## src/rtl/inst_mem_port_if.sv

```systemverilog
// inst_mem_port_if: fetch-request, RAM-bus and result signals of the
// instruction-side memory port, bundled for the port and its environment.
// Optional macro INST_MEM_FILL_EN adds the instruction-cache fill outputs.
interface inst_mem_port_if #(
  parameter int ADDR_W = 32
);
  logic              instEn;
  logic [ADDR_W-1:0] instAddr;
  logic              instDiscard;
  logic              mem_grant;
  logic [7:0]        ram_din;
  logic [ADDR_W-1:0] ram_addr;
  logic              ram_rd;
  logic              busy;
  logic              memInstOutEn;
  logic [31:0]       memInst;
`ifdef INST_MEM_FILL_EN
  logic              fill_en;
  logic [ADDR_W-1:0] fill_addr;
  logic [31:0]       fill_inst;

  modport master (
    output instEn, instAddr, instDiscard, mem_grant, ram_din,
    input  ram_addr, ram_rd, busy, memInstOutEn, memInst,
           fill_en, fill_addr, fill_inst
  );
  modport slave (
    input  instEn, instAddr, instDiscard, mem_grant, ram_din,
    output ram_addr, ram_rd, busy, memInstOutEn, memInst,
           fill_en, fill_addr, fill_inst
  );
`else
  modport master (
    output instEn, instAddr, instDiscard, mem_grant, ram_din,
    input  ram_addr, ram_rd, busy, memInstOutEn, memInst
  );
  modport slave (
    input  instEn, instAddr, instDiscard, mem_grant, ram_din,
    output ram_addr, ram_rd, busy, memInstOutEn, memInst
  );
`endif
endinterface

```

## src/rtl/inst_mem_port.sv

```systemverilog
// inst_mem_port: fetches one 32-bit little-endian instruction word as four
// byte reads over the shared RAM bus, stalling while the arbiter withholds
// grant, and returns it as a one-cycle memInstOutEn/memInst pulse.
// An instEn+instDiscard while busy abandons the read and restarts at the new
// address. Optional macro INST_MEM_FILL_EN adds fill_en/fill_addr/fill_inst.
module inst_mem_port #(
  parameter int ADDR_W  = 32,
  parameter int RAM_LAT = 1   // 1 or 2
) (
  input  logic           clk,
  input  logic           rst,
  inst_mem_port_if.slave io_bus
);
  localparam logic [1:0] S_IDLE  = 2'd0;
  localparam logic [1:0] S_ISSUE = 2'd1;
  localparam logic [1:0] S_DRAIN = 2'd2;
  localparam logic [1:0] S_DONE  = 2'd3;

  logic [1:0]        r_state;
  logic [ADDR_W-1:0] r_base;
  logic [1:0]        r_issue_cnt;
  logic [2:0]        r_recv_cnt;
  logic [31:0]       r_buf;
  logic [31:0]       r_inst;

  logic       w_discard;
  logic       w_accept;
  logic       w_issue;
  logic       w_capture;
  logic [1:0] w_cap_idx;
  logic       w_pulse;
  logic [2:0] w_recv_next;
  logic       w_unused_lsb;

  // Discard only has meaning while a read is in flight; in IDLE it is a plain request.
  assign w_discard   = io_bus.instEn & io_bus.instDiscard & (r_state != S_IDLE);
  assign w_accept    = w_discard |
                       (io_bus.instEn & ((r_state == S_IDLE) | (r_state == S_DONE)));
  assign w_issue     = (r_state == S_ISSUE) & io_bus.mem_grant;
  assign w_pulse     = (r_state == S_DONE) & ~w_discard;
  assign w_recv_next = r_recv_cnt + {2'b00, w_capture};
  // The request is word-aligned, so the two low address bits are dropped.
  assign w_unused_lsb = ^io_bus.instAddr[1:0];

  // Byte-index tags travel alongside the RAM latency so each returning byte
  // lands in its own lane; a discard flushes them so stale bytes are ignored.
  genvar gi;
  generate
    for (gi = 0; gi < RAM_LAT; gi++) begin : g_tag
      logic       r_vld;
      logic [1:0] r_idx;
      if (gi == 0) begin : g_head
        // Tag the address issued this cycle with its byte index
        always_ff @(posedge clk) begin
          if (rst || w_discard) begin
            r_vld <= 1'b0;
            r_idx <= 2'd0;
          end else begin
            r_vld <= w_issue;
            r_idx <= r_issue_cnt;
          end
        end
      end else begin : g_body
        // Delay the tag by one more cycle of RAM latency
        always_ff @(posedge clk) begin
          if (rst || w_discard) begin
            r_vld <= 1'b0;
            r_idx <= 2'd0;
          end else begin
            r_vld <= g_tag[gi-1].r_vld;
            r_idx <= g_tag[gi-1].r_idx;
          end
        end
      end
    end
  endgenerate

  assign w_capture = g_tag[RAM_LAT-1].r_vld;
  assign w_cap_idx = g_tag[RAM_LAT-1].r_idx;

  // Request acceptance, byte issue and completion sequencing
  always_ff @(posedge clk) begin
    if (rst) begin
      r_state     <= S_IDLE;
      r_base      <= '0;
      r_issue_cnt <= 2'd0;
      r_recv_cnt  <= 3'd0;
    end else if (w_accept) begin
      r_state     <= S_ISSUE;
      r_base      <= {io_bus.instAddr[ADDR_W-1:2], 2'b00};
      r_issue_cnt <= 2'd0;
      r_recv_cnt  <= 3'd0;
    end else begin
      r_recv_cnt <= w_recv_next;
      case (r_state)
        S_ISSUE: begin
          if (w_issue) begin
            r_issue_cnt <= r_issue_cnt + 2'd1;
            if (r_issue_cnt == 2'd3) r_state <= S_DRAIN;
          end
        end
        S_DRAIN: begin
          if (w_recv_next == 3'd4) r_state <= S_DONE;
        end
        S_DONE:  r_state <= S_IDLE;
        default: r_state <= S_IDLE;
      endcase
    end
  end

  // Steer each returning byte into its little-endian lane
  always_ff @(posedge clk) begin
    if (rst) begin
      r_buf <= '0;
    end else if (w_capture) begin
      r_buf[{w_cap_idx, 3'b000} +: 8] <= io_bus.ram_din;
    end
  end

  // Hold the last delivered word between pulses; discarded reads never land here
  always_ff @(posedge clk) begin
    if (rst) begin
      r_inst <= '0;
    end else if (w_pulse) begin
      r_inst <= r_buf;
    end
  end

  assign io_bus.ram_rd       = w_issue;
  assign io_bus.ram_addr     = w_issue ? (r_base + ADDR_W'(r_issue_cnt)) : '0;
  assign io_bus.busy         = (r_state != S_IDLE);
  assign io_bus.memInstOutEn = w_pulse;
  assign io_bus.memInst      = w_pulse ? r_buf : r_inst;

`ifdef INST_MEM_FILL_EN
  assign io_bus.fill_en   = w_pulse;
  assign io_bus.fill_addr = w_pulse ? r_base : '0;
  assign io_bus.fill_inst = w_pulse ? r_buf : '0;
`endif

endmodule

```

## src/flat_wrapper.sv

```systemverilog
// flat-port wrapper written by rule: the top's interface ports become plain ports
module inst_mem_port_flat 
#(
  parameter int ADDR_W  = 32,
  parameter int RAM_LAT = 1            
)
  (clk, rst, io_bus_instEn, io_bus_instAddr, io_bus_instDiscard, io_bus_mem_grant, io_bus_ram_din, io_bus_ram_addr, io_bus_ram_rd, io_bus_busy, io_bus_memInstOutEn, io_bus_memInst);
  inst_mem_port_if #(.ADDR_W(ADDR_W)) io_bus_i ();
  input  logic clk;
  input  logic rst;
  input wire logic [$bits(io_bus_i.instEn)-1:0] io_bus_instEn;
  input wire logic [$bits(io_bus_i.instAddr)-1:0] io_bus_instAddr;
  input wire logic [$bits(io_bus_i.instDiscard)-1:0] io_bus_instDiscard;
  input wire logic [$bits(io_bus_i.mem_grant)-1:0] io_bus_mem_grant;
  input wire logic [$bits(io_bus_i.ram_din)-1:0] io_bus_ram_din;
  output wire logic [$bits(io_bus_i.ram_addr)-1:0] io_bus_ram_addr;
  output wire logic [$bits(io_bus_i.ram_rd)-1:0] io_bus_ram_rd;
  output wire logic [$bits(io_bus_i.busy)-1:0] io_bus_busy;
  output wire logic [$bits(io_bus_i.memInstOutEn)-1:0] io_bus_memInstOutEn;
  output wire logic [$bits(io_bus_i.memInst)-1:0] io_bus_memInst;
  assign io_bus_i.instEn = io_bus_instEn;
  assign io_bus_i.instAddr = io_bus_instAddr;
  assign io_bus_i.instDiscard = io_bus_instDiscard;
  assign io_bus_i.mem_grant = io_bus_mem_grant;
  assign io_bus_i.ram_din = io_bus_ram_din;
  assign io_bus_ram_addr = io_bus_i.ram_addr;
  assign io_bus_ram_rd = io_bus_i.ram_rd;
  assign io_bus_busy = io_bus_i.busy;
  assign io_bus_memInstOutEn = io_bus_i.memInstOutEn;
  assign io_bus_memInst = io_bus_i.memInst;
  inst_mem_port #(.ADDR_W(ADDR_W), .RAM_LAT(RAM_LAT)) u_core (.clk(clk), .rst(rst), .io_bus(io_bus_i));
endmodule
```

## config.mk

```make
export PLATFORM = sky130hd
export DESIGN_NAME = inst_mem_port_flat
export DESIGN_NICKNAME = d
export VERILOG_FILES = /design/src/rtl/inst_mem_port_if.sv /design/src/rtl/inst_mem_port.sv /design/src/flat_wrapper.sv
export SDC_FILE = /design/constraint.sdc
export NUM_CORES = 1
export LEC_CHECK = 0
export CAP_MARGIN = 10
export CORE_MARGIN = 5
export CORE_UTILIZATION = 35
export DETAILED_ROUTE_END_ITERATION = 8
export PLACE_DENSITY = 0.62
export SLEW_MARGIN = 30
export SYNTH_ARGS = -nofsm -noshare
export SYNTH_HDL_FRONTEND = slang
export SYNTH_SLANG_ARGS = --single-unit
```

## constraint.sdc

```tcl
create_clock -name clk -period 2.1 [get_ports clk]
set_input_delay 0.525 -clock clk [delete_from_list [all_inputs] [get_ports clk]]
set_output_delay 0.525 -clock clk [all_outputs]
set_load 0.02 [all_outputs]
```

==> results.py <==
metrics = {
    "yosys": {
        "ys_types": 31,
        "synth_top_family_by_area": "simple AND/OR/NAND/NOR gates",
        "ys_seq_area_frac": 0.480,
        "synth_most_common_cell": "dfxtp_1",
        "synthTopCellsByArea": "dfxtp_1, mux2_4, mux2i_1",
        "ys.warnings.count": 0,
        "synth_xor_area_frac": 0.00403,
        "synth-simple-area-share": 0.192,
        "synth.largest_area_cell": "dfxtp_1",
        "synth-adder-area-share": 0.0346,
        "yosys_most_used_dff": "dfxtp_1",
        "synth_top_area_frac": 0.480,
        "syn_nets": 462,
        "synthesis.area_um2": 4340,
        "synthCells": 405,
        "synth_edf_count": 0,
        "syn_area_per_cell_um2": 10.7,
        "synthTopCellsByCount": "dfxtp_1, nor2_1, nor2b_1",
        "async_flop_share": 0,
        "ys_ff_latch": 104,
        "synth_mux_area_frac": 0.182,
        "synth_compound_area_frac": 0.0631,
    },
    "power_and_ir_drop": {
        "p_sw_mw": 1.02,
        "pwr-share-comb": 0.136,
        "irDropWorstVdd_v": 0.000368,
        "switching_share": 0.237,
        "p_leak_nw": 2.80,
        "seqPwrFrac": 0.482,
        "p_int_mw": 3.27,
        "p_per_area_nw_per_um2": 667,
        "clockPowerShare": 0.382,
    },
    "hold_path": {
        "hold_end": "u_core.r_base[3]",
        "hp-start": "u_core.r_base[3]",
        "hold_depth": 2,
        "worstHoldPathType": "register to register",
    },
    "critical_path": {
        "crit_required_ps": 1570,
        "crit_chain": "inv_2, ha_4, nand3b_4, nand2_8, buf_12, mux2_4, buf_6",
        "crit_family": "flip-flops",
        "start_kind": "register",
        "r2r-start": "u_core.r_state[1]",
        "r2r_slack_ps": 200,
        "max_stage_delay_ps": 340,
        "slowest_stage": "dfxtp_2",
        "r2r-end": "u_core.r_state[1]",
        "rr_worst_depth": 9,
        "crit_buf_inv": 3,
        "cp.arrival_ps": 1820,
        "end_kind": "output port",
        "cp_max_fo": 9,
        "path_class": "register to output port",
    },
    "timing": {
        "drv_slew": 0,
        "rsz0062_at_grt": "yes",
        "period_minus_slack_ps": 2350,
        "clock_skew_ps": 8.77,
        "finalSetupTns_ps": -7750,
        "hold_viol_final": 0,
        "fmax_mhz": 426,
        "setup_viol": 47,
        "finalCritPeriodShare": 1.12,
        "slew_headroom": 0.668,
        "tightest_slew_ps": 496,
        "fin_ws_ps": -248,
    },
    "global_route": {
        "grt_pass1_wl_um": 17400,
        "grt_antenna_before_repair": 0,
        "first_global_vias": 3373,
        "grt_use_total": 0.147,
        "grt_max_degree": 50,
        "gr-total-overflow": 0,
    },
    "drt": {
        "firstDrtPassIters": 5,
        "num_vias": 3336,
        "totalWireLength_um": 11300,
        "wl_per_cell_um": 16.3,
        "detail-route-antenna-nets": 0,
        "drc": 0,
        "drt_first_iter_violations": 127,
        "viasPerCell": 4.79,
    },
    "floorplanning": {
        "die_w_um": 121,
        "row_count": 40,
        "die_h_um": 121,
        "dieArea_um2": 14700,
        "core-area_um2": 12100,
        "start_util": 0.360,
        "io_pins": 112,
    },
    "status": {
        "failed_checks": "setup timing",
        "outcome": "complete, but fails checks",
    },
    "clock_tree": {
        "cts_tree": "yes",
        "clkSinkCount": 104,
        "clock_latency_ps": 340,
        "cts_hold_buffers": 0,
        "cts_buffers": 9,
        "clk_path_buf_depth": 2,
        "cts-root-buf": "clkbuf_16",
        "htreeDepth": 3,
        "clk_pin_slew_ps": 70,
    },
    "final_layout": {
        "fin_util": 0.533,
        "finalNonFillerCells": 696,
        "nFillCells": 1073,
        "layout.area.seq_um2": 2080,
        "multi_input_area_um2": 2260,
        "n_antenna_cell": 0,
        "nets": 581,
        "syn_to_final_growth_pct": 48.1,
        "drive_above_1_share": 0.343,
    },
    "placed_design": {
        "placed_cells": 672,
        "dp_hpwl_um": 7400,
        "pre_cts_ws_ps": -833,
        "port-buffer-count": 109,
        "gp_congestion": 0.817,
    },
    "flow_run": {
        "max-cap-violations": 0,
    },
}
stage by stage:
step	instance area, µm²	hold slack, ps	power [mW]
2_1_floorplan	4340	452	2.37
3_3_place_gp	5690	464	2.57
3_5_place_dp	5690	477	2.58
4_1_cts	6030	496	4.26
5_1_grt	6430	529	4.47
6_report	6430	490	4.29
cell families after synthesis:
group | count (synthesis)
compound gates | 36
xor+xnor | 2
fa+ha+maj | 12
buf+inv | 34
flops | 104
mux | 64
simple gates | 153
worst reg2reg max path, cell delays in order (launching register included):
cell and delay, ps:
dfxtp_2 340, inv_2 50, buf_4 130, ha_4 220
clkbuf_16 190, buf_4 140, a21boi_0 130, a211oi_1 300
mux2i_1 220, nor3_1 60
power groups by stage:
stage          registers, mW  clock network (mW)  logic [mW]
3_5_place_dp            2.10                   0       0.475
5_1_grt                 2.07                1.77       0.624
2_1_floorplan           2.10                   0       0.277
6_report                2.07                1.64       0.585
3_3_place_gp            2.10                   0       0.467
4_1_cts                 2.06                1.68       0.518
layout by cell type (no fill, tap or decap), types with 7 or more instances in the layout:
master,count
clkbuf_16,12
buf_4,12
dfxtp_1,102
mux2i_1,32
buf_12,7
clkdlybuf4s50_1,38
nor2b_1,34
mux2_4,32
nor2_1,62
and3_4,28
ha_1,9
nor3_1,7
a22oi_1,32
buf_6,70
worst max path at each step:
stage / startpoint / to / slack, ps / cells after the start
floorplan: u_core.r_state[0] / io_bus_memInst[10] / 170 / 6
global placement: io_bus_instEn / io_bus_memInst[8] / -790 / 6
detailed placement: io_bus_instEn / io_bus_memInst[16] / -830 / 6
CTS: u_core.r_state[1] / io_bus_memInst[18] / -320 / 8
global route: u_core.r_state[1] / io_bus_memInst[22] / -300 / 7
finish: u_core.r_state[1] / io_bus_memInst[22] / -250 / 7
timing repair:
| action | CTS | global route |
|---|---|---|
| pin swaps | 3 | 2 |
| setup endpoints to repair | 67 | 65 |
| cloned | 3 | 3 |
| setup buffers | 4 | 3 |
| gates resized for setup | 356 | 98 |
routing by layer:
metal | up-vias | global-route usage | wire, µm | share of wire
li1 | 1628 | - | - | -
met3 | 12 | 0.0653 | 1050 | 0.092
met2 | 111 | 0.250 | 5520 | 0.49
met1 | 1585 | 0.169 | 4640 | 0.41
met4 | 0 | 0.0350 | 142 | 0.013
met5 | - | 0 | 0 | 0
final cells by class:
cell class                      instances  share of cell area
Multi-Input combinational cell        267               0.352
Sequential cell                       104               0.324
Timing Repair Buffer                  136               0.243
Clock buffer                           11              0.0362
Tap cell                              168              0.0327
Clock inverter                          4             0.00817
Inverter                                6             0.00350
state kept, by name, indices dropped and copies added (netlist names):
signal and count:
u_core.r_inst 32, u_core.r_buf 32, u_core.g_tag.r_vld 1, u_core.g_tag.r_idx 2, u_core.r_state 2, u_core.r_recv_cnt 3, u_core.r_base 30, u_core.r_issue_cnt 2
Power figures use the tool's default switching activity.
==> variant: new RTL, config.mk and constraints unchanged <==
`ADDR_W` is set to 32 in 3 places; all go to 16.
--- a/src/rtl/inst_mem_port_if.sv
+++ b/src/rtl/inst_mem_port_if.sv
@@ -2,7 +2,7 @@
 // instruction-side memory port, bundled for the port and its environment.
 // Optional macro INST_MEM_FILL_EN adds the instruction-cache fill outputs.
 interface inst_mem_port_if #(
-  parameter int ADDR_W = 32
+  parameter int ADDR_W = 16
 );
   logic              instEn;
   logic [ADDR_W-1:0] instAddr;
--- a/src/rtl/inst_mem_port.sv
+++ b/src/rtl/inst_mem_port.sv
@@ -4,7 +4,7 @@
 // An instEn+instDiscard while busy abandons the read and restarts at the new
 // address. Optional macro INST_MEM_FILL_EN adds fill_en/fill_addr/fill_inst.
 module inst_mem_port #(
-  parameter int ADDR_W  = 32,
+  parameter int ADDR_W  = 16,
   parameter int RAM_LAT = 1   // 1 or 2
 ) (
   input  logic           clk,
--- a/src/flat_wrapper.sv
+++ b/src/flat_wrapper.sv
@@ -1,7 +1,7 @@
 // flat-port wrapper written by rule: the top's interface ports become plain ports
 module inst_mem_port_flat 
 #(
-  parameter int ADDR_W  = 32,
+  parameter int ADDR_W  = 16,
   parameter int RAM_LAT = 1            
 )
   (clk, rst, io_bus_instEn, io_bus_instAddr, io_bus_instDiscard, io_bus_mem_grant, io_bus_ram_din, io_bus_ram_addr, io_bus_ram_rd, io_bus_busy, io_bus_memInstOutEn, io_bus_memInst);
Ports: changed (resized io_bus_instAddr and io_bus_ram_addr); port bits go from 112 to 80. The function was not compared with the original's and may differ.
==> variant against the original RTL <==
- the flow still finishes with violations (setup timing)
- utilization down 4.5 points
- non-clock buffer count is 34 lower
- sequential cell count shrank 16
- register-to-register slack improved by 0.10 ns
- worst setup slack worse by 0.0088 ns
- wire length shrank 24%
- total power down 24%
- design area down 22%
- area after synthesis down 17%
- final cell count is 18% lower
==> variant: results (changes against the original RTL) <==
.. list-table::
   :header-rows: 1

   * - Metric
     - Value
   * - Clk slew on worst S/H paths
     - 0.09 ns (+0.02 ns)
   * - Critical Path Fanout Max
     - 8 (-1)
   * - Post-Route Hold Slack
     - 0.4942 ns (+0.004158 ns)
   * - Wirelength per Cell
     - 15.11 microns (-7.3%)
   * - Setup-failing EPs final
     - 40 (-15%)
   * - Most area-consuming cells after synthesis
     - sky130_fd_sc_hd__dfxtp_1 49%, sky130_fd_sc_hd__mux2_4 9.5%, sky130_fd_sc_hd__a22oi_1 6.6%
   * - Worst reg-to-reg path cell count
     - 5 (-4)
   * - Total wire length after detailed routing
     - 8.612 mm (-24%)
   * - Hold path start
     - u_core.r_base[12]
   * - Placed insts
     - 545 (-19%)
   * - Leakage power total
     - 2.254 nW (-19%)
   * - Worst setup slack after placement
     - -0.8213 ns (+0.01182 ns)
   * - VDD IR-drop max
     - 352.6 uV (-4.1%)
   * - Net count after synthesis
     - 378 (-18%)
   * - Share of the yosys chip area belonging to registers
     - 48.64% (+0.68 points)
   * - Commonest cells in the netlist
     - 88 x sky130_fd_sc_hd__dfxtp_1, 52 x sky130_fd_sc_hd__nor2_1, 34 x sky130_fd_sc_hd__nor2b_1
   * - Largest registers in the final layout
     - u_core.r_buf x32, u_core.r_inst x32, u_core.r_base x14
   * - Destination of the worst register-to-register timing path
     - u_core.r_buf[1]
   * - Count of input and output buffers
     - 77 (-29%)
   * - Share of cells above drive strength 1
     - 32.26% (-2.0 points)
   * - Worst-skew pair later-pin latency
     - 0.37 ns (+0.03 ns)
   * - Number of global-route vias before repair
     - 2768 (-18%)
   * - Cell chosen for the clock root
     - sky130_fd_sc_hd__clkbuf_8
   * - Worst Skew
     - 0.01183 ns (+0.003058 ns)
   * - Instance area after placement
     - 4626 sq um (-19%)
   * - GR Util All Layers
     - 13.92% (-0.77 points)
   * - Largest net degree at the start of global routing
     - 63 (+26%)
   * - Wire length of the first global-routing pass
     - 14.06 mm (-19%)
   * - Routability-driven placement congestion ratio
     - 0.7379 (-9.7%)
   * - Vias per Instance
     - 4.735 (-1.2%)
   * - Failing checks
     - setup timing
   * - Result of the run
     - complete, but fails checks
   * - Worst setup margin
     - -0.2569 ns (-0.008756 ns)
==> variant: cell count changes after synthesis, moves of 2 or more <==
cell                       change
sky130_fd_sc_hd__clkbuf_1      -7
sky130_fd_sc_hd__mux2_2        +6
sky130_fd_sc_hd__nor3b_1       -2
sky130_fd_sc_hd__buf_12        -2
sky130_fd_sc_hd__nor2_1       -10
sky130_fd_sc_hd__and3_1       -16
sky130_fd_sc_hd__dfxtp_1      -16
sky130_fd_sc_hd__inv_1         +2
sky130_fd_sc_hd__mux2_4        -6
sky130_fd_sc_hd__mux2i_1      -16
sky130_fd_sc_hd__nor3_1        -4
==> variant: routing by layer <==
layer / global-route usage, % / vias to the layer above / part of all wire (%) / wire, microns
met4: 5.109 / 0 / 1.9 / 161
met3: 4.891 / 15 / 6.8 / 588
met2: 21.30 / 68 / 44 / 3774
met5: 0 / - / 0 / 0
li1: - / 1329 / - / -
met1: 18.12 / 1287 / 47 / 4087
==> variant: worst max-delay path by stage <==
stage,to,from,depth (start not counted)
global placement,io_bus_memInst[21],io_bus_instDiscard,6
global route,io_bus_memInst[28],u_core.r_state[0],7
floorplan,io_bus_memInst[8],u_core.r_state[0],6
finish,io_bus_memInst[17],u_core.r_state[1],7
detailed placement,io_bus_memInst[21],io_bus_instEn,6
CTS,io_bus_memInst[12],u_core.r_state[1],8
==> variant: area by class of cell <==
type / instances / area [sq um] / share of cell area (%)
clock buffers: 9 / 123.9 / 2.482
clock inverters: 7 / 77.57 / 1.555
inverters: 8 / 30.03 / 0.6018
flip-flops and latches: 88 / 1764 / 35.36
multi-input cells: 220 / 1800 / 36.08
well taps: 136 / 170.2 / 3.410
repair buffers: 102 / 1023 / 20.51
==> variant: worst register-to-register path, stage by stage, from the launching register on <==
cell                      delay [ns]
sky130_fd_sc_hd__dfxtp_1        0.47
sky130_fd_sc_hd__inv_1          0.14
sky130_fd_sc_hd__ha_1           0.38
sky130_fd_sc_hd__nor4b_4        0.52
sky130_fd_sc_hd__a22oi_1        0.12
sky130_fd_sc_hd__nor2_1         0.11
==> variant: report_power, final <==
| group | internal (mW) | total, mW | switching (mW) |
|---|---|---|---|
| Clock | 0.563 | 1.21 | 0.651 |
| Sequential | 1.70 | 1.72 | 0.0181 |
| Combinational | 0.177 | 0.341 | 0.164 |
| Total | 2.44 | 3.27 | 0.833 |
==> variant: kinds of logic (layout without fill, tap and decap cells) <==
kind of cell / count (synthesis) / in the layout / share of synthesized area (%)
flops: 88 / 88 / 48.64
mux: 48 / 48 / 16.75
simple gates: 122 / 122 / 18.41
compound gates: 36 / 36 / 7.461
buf+inv: 29 / 126 / 4.110
fa+ha+maj: 12 / 12 / 4.145
xor+xnor: 2 / 2 / 0.4837
